### src/rtl/pipe_hazard_ctrl.sv
// Hazard controller for the 5-stage MIPS pipeline: load-use, redirect, memory wait.
// Optional macro HAZCTRL_PERF_EN builds the stall/flush performance counters.
module pipe_hazard_ctrl #(
  parameter int TO_W    = 8,
  parameter int TIMEOUT = 200
) (
  input  logic        clk,
  input  logic        reset,
  input  logic [4:0]  id_rs,
  input  logic [4:0]  id_rt,
  input  logic        id_use_rs,
  input  logic        id_use_rt,
  input  logic        ex_memtoreg,
  input  logic        ex_regwriteen,
  input  logic [4:0]  ex_wreg,
  input  logic        ex_redirect,
  input  logic        mem_req,
  input  logic        mem_ready,
  output logic        pc_stall,
  output logic        ifid_stall,
  output logic        ifid_flush,
  output logic        idex_flush,
  output logic        idex_hold,
  output logic        exmem_hold,
  output logic [1:0]  state,
  output logic        mem_timeout,
  output logic [31:0] stall_cycles,
  output logic [31:0] flush_events
);

  typedef enum logic [1:0] {
    RUN     = 2'd0,
    LDUSE   = 2'd1,
    MEMWAIT = 2'd2
  } state_t;

  localparam logic [TO_W-1:0] TO_MAX = TO_W'(TIMEOUT);

  state_t          st_q;
  state_t          st_d;
  logic [TO_W-1:0] cnt_q;
  logic [TO_W-1:0] cnt_d;
  logic            to_q;
  logic            rs_hit;
  logic            rt_hit;
  logic            ldhaz;
  logic            memstall;

  assign rs_hit   = id_use_rs && (id_rs == ex_wreg);
  assign rt_hit   = id_use_rt && (id_rt == ex_wreg);
  assign ldhaz    = ex_memtoreg && ex_regwriteen &&
                    (ex_wreg != 5'd0) && (rs_hit || rt_hit);
  assign memstall = mem_req && !mem_ready;

  // State register, watchdog counter and sticky timeout flag
  always_ff @(posedge clk or posedge reset) begin
    if (reset) begin
      st_q  <= RUN;
      cnt_q <= '0;
      to_q  <= 1'b0;
    end else begin
      st_q  <= st_d;
      cnt_q <= cnt_d;
      if (cnt_d == TO_MAX) begin
        to_q <= 1'b1;
      end
    end
  end

  // Prioritised controls; memstall wins and defers any redirect in EX
  always_comb begin
    pc_stall   = 1'b0;
    ifid_stall = 1'b0;
    ifid_flush = 1'b0;
    idex_flush = 1'b0;
    idex_hold  = 1'b0;
    exmem_hold = 1'b0;
    st_d       = RUN;
    if (!reset) begin
      priority case (1'b1)
        memstall: begin
          pc_stall   = 1'b1;
          ifid_stall = 1'b1;
          idex_hold  = 1'b1;
          exmem_hold = 1'b1;
          st_d       = MEMWAIT;
        end
        ex_redirect: begin
          ifid_flush = 1'b1;
          idex_flush = 1'b1;
        end
        ldhaz: begin
          pc_stall   = 1'b1;
          ifid_stall = 1'b1;
          idex_flush = 1'b1;
          st_d       = LDUSE;
        end
        default: begin
        end
      endcase
    end
  end

  // Watchdog counts stalled MEMWAIT cycles, saturating at the limit
  always_comb begin
    cnt_d = cnt_q;
    if (st_d != MEMWAIT) begin
      cnt_d = '0;
    end else if (st_q == MEMWAIT && memstall && cnt_q != TO_MAX) begin
      cnt_d = cnt_q + 1'b1;
    end
  end

  assign state       = st_q;
  assign mem_timeout = to_q;

`ifdef HAZCTRL_PERF_EN
  logic [31:0] stall_q;
  logic [31:0] flush_q;

  // Free-running event counters, wrapping at 2^32
  always_ff @(posedge clk or posedge reset) begin
    if (reset) begin
      stall_q <= '0;
      flush_q <= '0;
    end else begin
      stall_q <= stall_q + 32'(pc_stall);
      flush_q <= flush_q + 32'(idex_flush);
    end
  end

  assign stall_cycles = stall_q;
  assign flush_events = flush_q;
`else
  assign stall_cycles = 32'd0;
  assign flush_events = 32'd0;
`endif

endmodule

### config.mk
export PLATFORM = sky130hd
export DESIGN_NAME = pipe_hazard_ctrl
export DESIGN_NICKNAME = d
export VERILOG_FILES = /design/src/rtl/pipe_hazard_ctrl.sv
export SDC_FILE = /design/constraint.sdc
export NUM_CORES = 1
export LEC_CHECK = 0
export BUFFER_PORTS_ARGS = -buffer_cell sky130_fd_sc_hd__buf_4
export CAP_MARGIN = 20
export CORE_ASPECT_RATIO = 0.8
export CORE_UTILIZATION = 30
export CTS_BUF_LIST = sky130_fd_sc_hd__clkbuf_2
export DETAILED_ROUTE_END_ITERATION = 16
export PLACE_DENSITY = 0.64
export REMOVE_ABC_BUFFERS = 1
export SETUP_SLACK_MARGIN = 0.02
export SYNTH_ARGS = -nofsm -noshare
export SYNTH_HDL_FRONTEND = slang
export SYNTH_SLANG_ARGS = --single-unit
### constraint.sdc
create_clock -name clk -period 1.89 [get_ports clk]
set_input_delay 0.378 -clock clk [delete_from_list [all_inputs] [get_ports clk]]
set_output_delay 0.378 -clock clk [all_outputs]
set_load 0.03 [all_outputs]
==> results.sh <==
export IMPL_vias=951
export IMPL_worstPathArrival_ns=1.54
export IMPL_yosysSeqAreaShare=0.216
export IMPL_start_util=0.324
export IMPL_root_buffer="clkbuf_2"
export IMPL_rsz0062_at_grt="true"
export IMPL_drc=0
export IMPL_leakagePower_nw=0.800
export IMPL_cp_slowest_cell="or4_4"
export IMPL_hpwl_um=1770
export IMPL_port_buffers=32
export IMPL_die_x_um=74.8
export IMPL_nets=223
export IMPL_fmax_ghz=0.520
export IMPL_hold_viol_final=0
export IMPL_ys_ff_latch=11
export IMPL_status="complete, but fails checks"
export IMPL_cts_max_level=1
export IMPL_report_power_total_uw=690
export IMPL_power_per_cell_area_mw_per_mm2=452
export IMPL_gr_total_overflow=0
export IMPL_vdd_ir_drop_max_mv=0.285
export IMPL_layout_cells_non_filler=251
export IMPL_setup_slack_ns=-0.0330
export IMPL_finish_utilization=0.389
export IMPL_grt_pass1_wl_um=3430
export IMPL_grt_start_max_net_pins=9
export IMPL_synth_edf_count=0
export IMPL_pwr_share_clk=0.209
export IMPL_swShare=0.458
export IMPL_grt_usage=0.0985
export IMPL_viasPerCell=3.79
export IMPL_clock_sinks=11
export IMPL_finalCritPeriodShare=1.02
export IMPL_max_stage_delay_ns=0.52
export IMPL_period_needed_ns=1.92
export IMPL_crit_type="in2out"
export IMPL_syn2layout_area_growth_pct=20.2
export IMPL_skew_ns=0.00873
export IMPL_violations="setup timing"
export IMPL_final_max_slew_viol_count=0
export IMPL_ys_warn_count=0
export IMPL_pwr_share_seq=0.343
export IMPL_drt_wl_total_um=2220
export IMPL_cts_tree="yes"
export IMPL_syn_avg_cell_area_um2=8.10
export IMPL_combPwrFrac=0.449
export IMPL_row_count=20
export IMPL_cp_end_kind="primary output"
export IMPL_clk_pin_slew_ns=0.12
export IMPL_avgRoutedWirePerCell_um=8.82
export IMPL_core_area_mm2=0.00393
export IMPL_async_flop_share=1.00
export IMPL_critPathLaunchType="input pin"
export IMPL_internal_power_uw=375
export IMPL_worst_hold_path_type="in2async"
export IMPL_synth_ff_type="dfrtp_1"
export IMPL_drive_gt1_frac=0.327
export IMPL_drt_pass1_iterations=4
export IMPL_ant_nets=0
export IMPL_ios=97
export IMPL_placed_cells=246
export IMPL_crit_path_max_fanout=3
export IMPL_p_sw_uw=316
export IMPL_clk_path_buf_depth=2
export IMPL_detail_route_iter0_violations=16
export IMPL_cp_cell_sequence="buf_4 > or4_4 > o2111ai_2 > a21oi_1 > buf_4"
export IMPL_place_gp_congestion=0.798
export IMPL_antenna_found_initial=0
export IMPL_diodes=0
export IMPL_synth_cell_area_mm2=0.00127
export IMPL_critPathMostFrequentCell="buf_4"
export IMPL_finalSetupTns_ns=-0.0783
export IMPL_worstPathRequired_ns=1.51
export IMPL_numCtsBuffers=3
export IMPL_final_setup_viol_count=3
export IMPL_cap_violations=0
export IMPL_synth_cells=157
export IMPL_die_h_um=60.3
export IMPL_die_area_mm2=0.00451
export IMPL_clock_latency_ns=0.28
export IMPL_grt_pass1_vias=783
export IMPL_ys_types=31
-- power by group through the flow --
stage,combinational (mW),sequential [mW],clock [mW]
after floorplan,0.212,0.243,0
after global placement,0.278,0.241,0
after detailed placement,0.278,0.241,0
after CTS,0.305,0.237,0.149
after global routing,0.329,0.237,0.163
final,0.310,0.237,0.144
-- worst paths after layout --
kind,startpoint,endpoint,slack (ns),depth (start not counted)
max,ex_wreg[0],idex_flush,-0.03,5
min,reset,cnt_q[2]$_DFF_PP0_,0.01,2
max reg2reg,cnt_q[0]$_DFF_PP0_,mem_timeout$_DFFE_PP0N_,0.03,7
min reg2reg,mem_timeout$_DFFE_PP0N_,mem_timeout$_DFFE_PP0N_,0.49,1
max in group asynchronous,reset,state[1]$_DFF_PP0_,1.50,3
min in group clk,ex_redirect,state[0]$_DFF_PP0_,0.28,2
-- registers in the layout, summed over array words and instances (netlist names) --
| signal | cells |
|---|---|
| state | 2 |
| cnt_q | 8 |
| mem_timeout | 1 |
-- through the flow --
step	worst slack, ns	area [µm²]	hold WS (ns)
after global placement	-0.126	1370	0.324
after detailed placement	-0.150	1370	0.329
after floorplan	-0.834	1000	0.247
final	-0.0330	1530	0.0111
after global routing	-0.0850	1530	0.00574
after CTS	-0.0429	1500	0.0179
-- per-layer routing --
layer / GRT usage / part of all wire / vias up
met3: 0.0287 / 0.073 / 2
li1: - / - / 467
met2: 0.133 / 0.47 / 56
met5: 0 / 0 / -
met1: 0.147 / 0.45 / 426
met4: 0.0323 / 0.0086 / 0
-- critical path: cells and delay by family --
kind | cells | cell delay, ns
compound gates | 2 | 0.34
simple gates | 1 | 0.52
buf+inv | 2 | 0.30
-- logic make-up after synthesis --
group / Yosys count / share of synthesized area
flip-flops: 11 / 0.216
AO/OA/AOI/OAI: 16 / 0.0895
other: 1 / 0.00295
AND/OR/NAND/NOR: 36 / 0.148
XOR/XNOR: 15 / 0.103
adder cells (fa/ha/maj): 2 / 0.0197
buffers and inverters: 76 / 0.420
-- synthesized netlist by cell type, drive strengths merged (2+ instances only) --
master  instances  area (µm²)
nor4            2        12.5
or3             3        20.0
nand2b          2        12.5
ha              2        25.0
a21oi           7        35.0
inv             8        30.0
nand2           8        30.0
buf            67         500
dfrtp          11         275
xnor2          13         114
nor2           11        41.3
nand4           5        31.3
xor2            2        17.5
-- what timing repair did --
action,in CTS,in global routing
endpoints found under the setup margin,3,4
setup buffers,0,1
cloned,0,0
endpoints found under the hold margin,0,0
gates resized for setup,19,8
pin swaps,15,6
hold buffers,0,0
-- placed cells by master, fill, tap and decap left out, types with 2 or more instances in the layout --
| cell | synthesis | layout |
|---|---|---|
| a21oi_1 | 7 | 6 |
| buf_4 | 66 | 31 |
| buf_6 | 0 | 8 |
| clkbuf_2 | 0 | 4 |
| conb_1 | 1 | 64 |
| dfrtp_1 | 11 | 11 |
| ha_1 | 2 | 2 |
| inv_1 | 8 | 6 |
| inv_2 | 0 | 2 |
| nand2_1 | 8 | 8 |
| nand2b_1 | 2 | 2 |
| nand4_1 | 5 | 5 |
| nor2_1 | 11 | 11 |
| nor4_1 | 2 | 2 |
| xnor2_1 | 13 | 4 |
| xnor2_2 | 0 | 9 |
| xor2_1 | 2 | 2 |
-- area by class of cell --
| type | count | area, µm² |
|---|---|---|
| fillers | 414 | 2400 |
| multi-input cells | 133 | 797 |
| repair buffers | 40 | 338 |
| flip-flops and latches | 11 | 275 |
| well taps | 55 | 68.8 |
| inverters | 8 | 30.0 |
| clock buffers | 4 | 20.0 |
No activity file was read; power rests on OpenSTA's default activity.
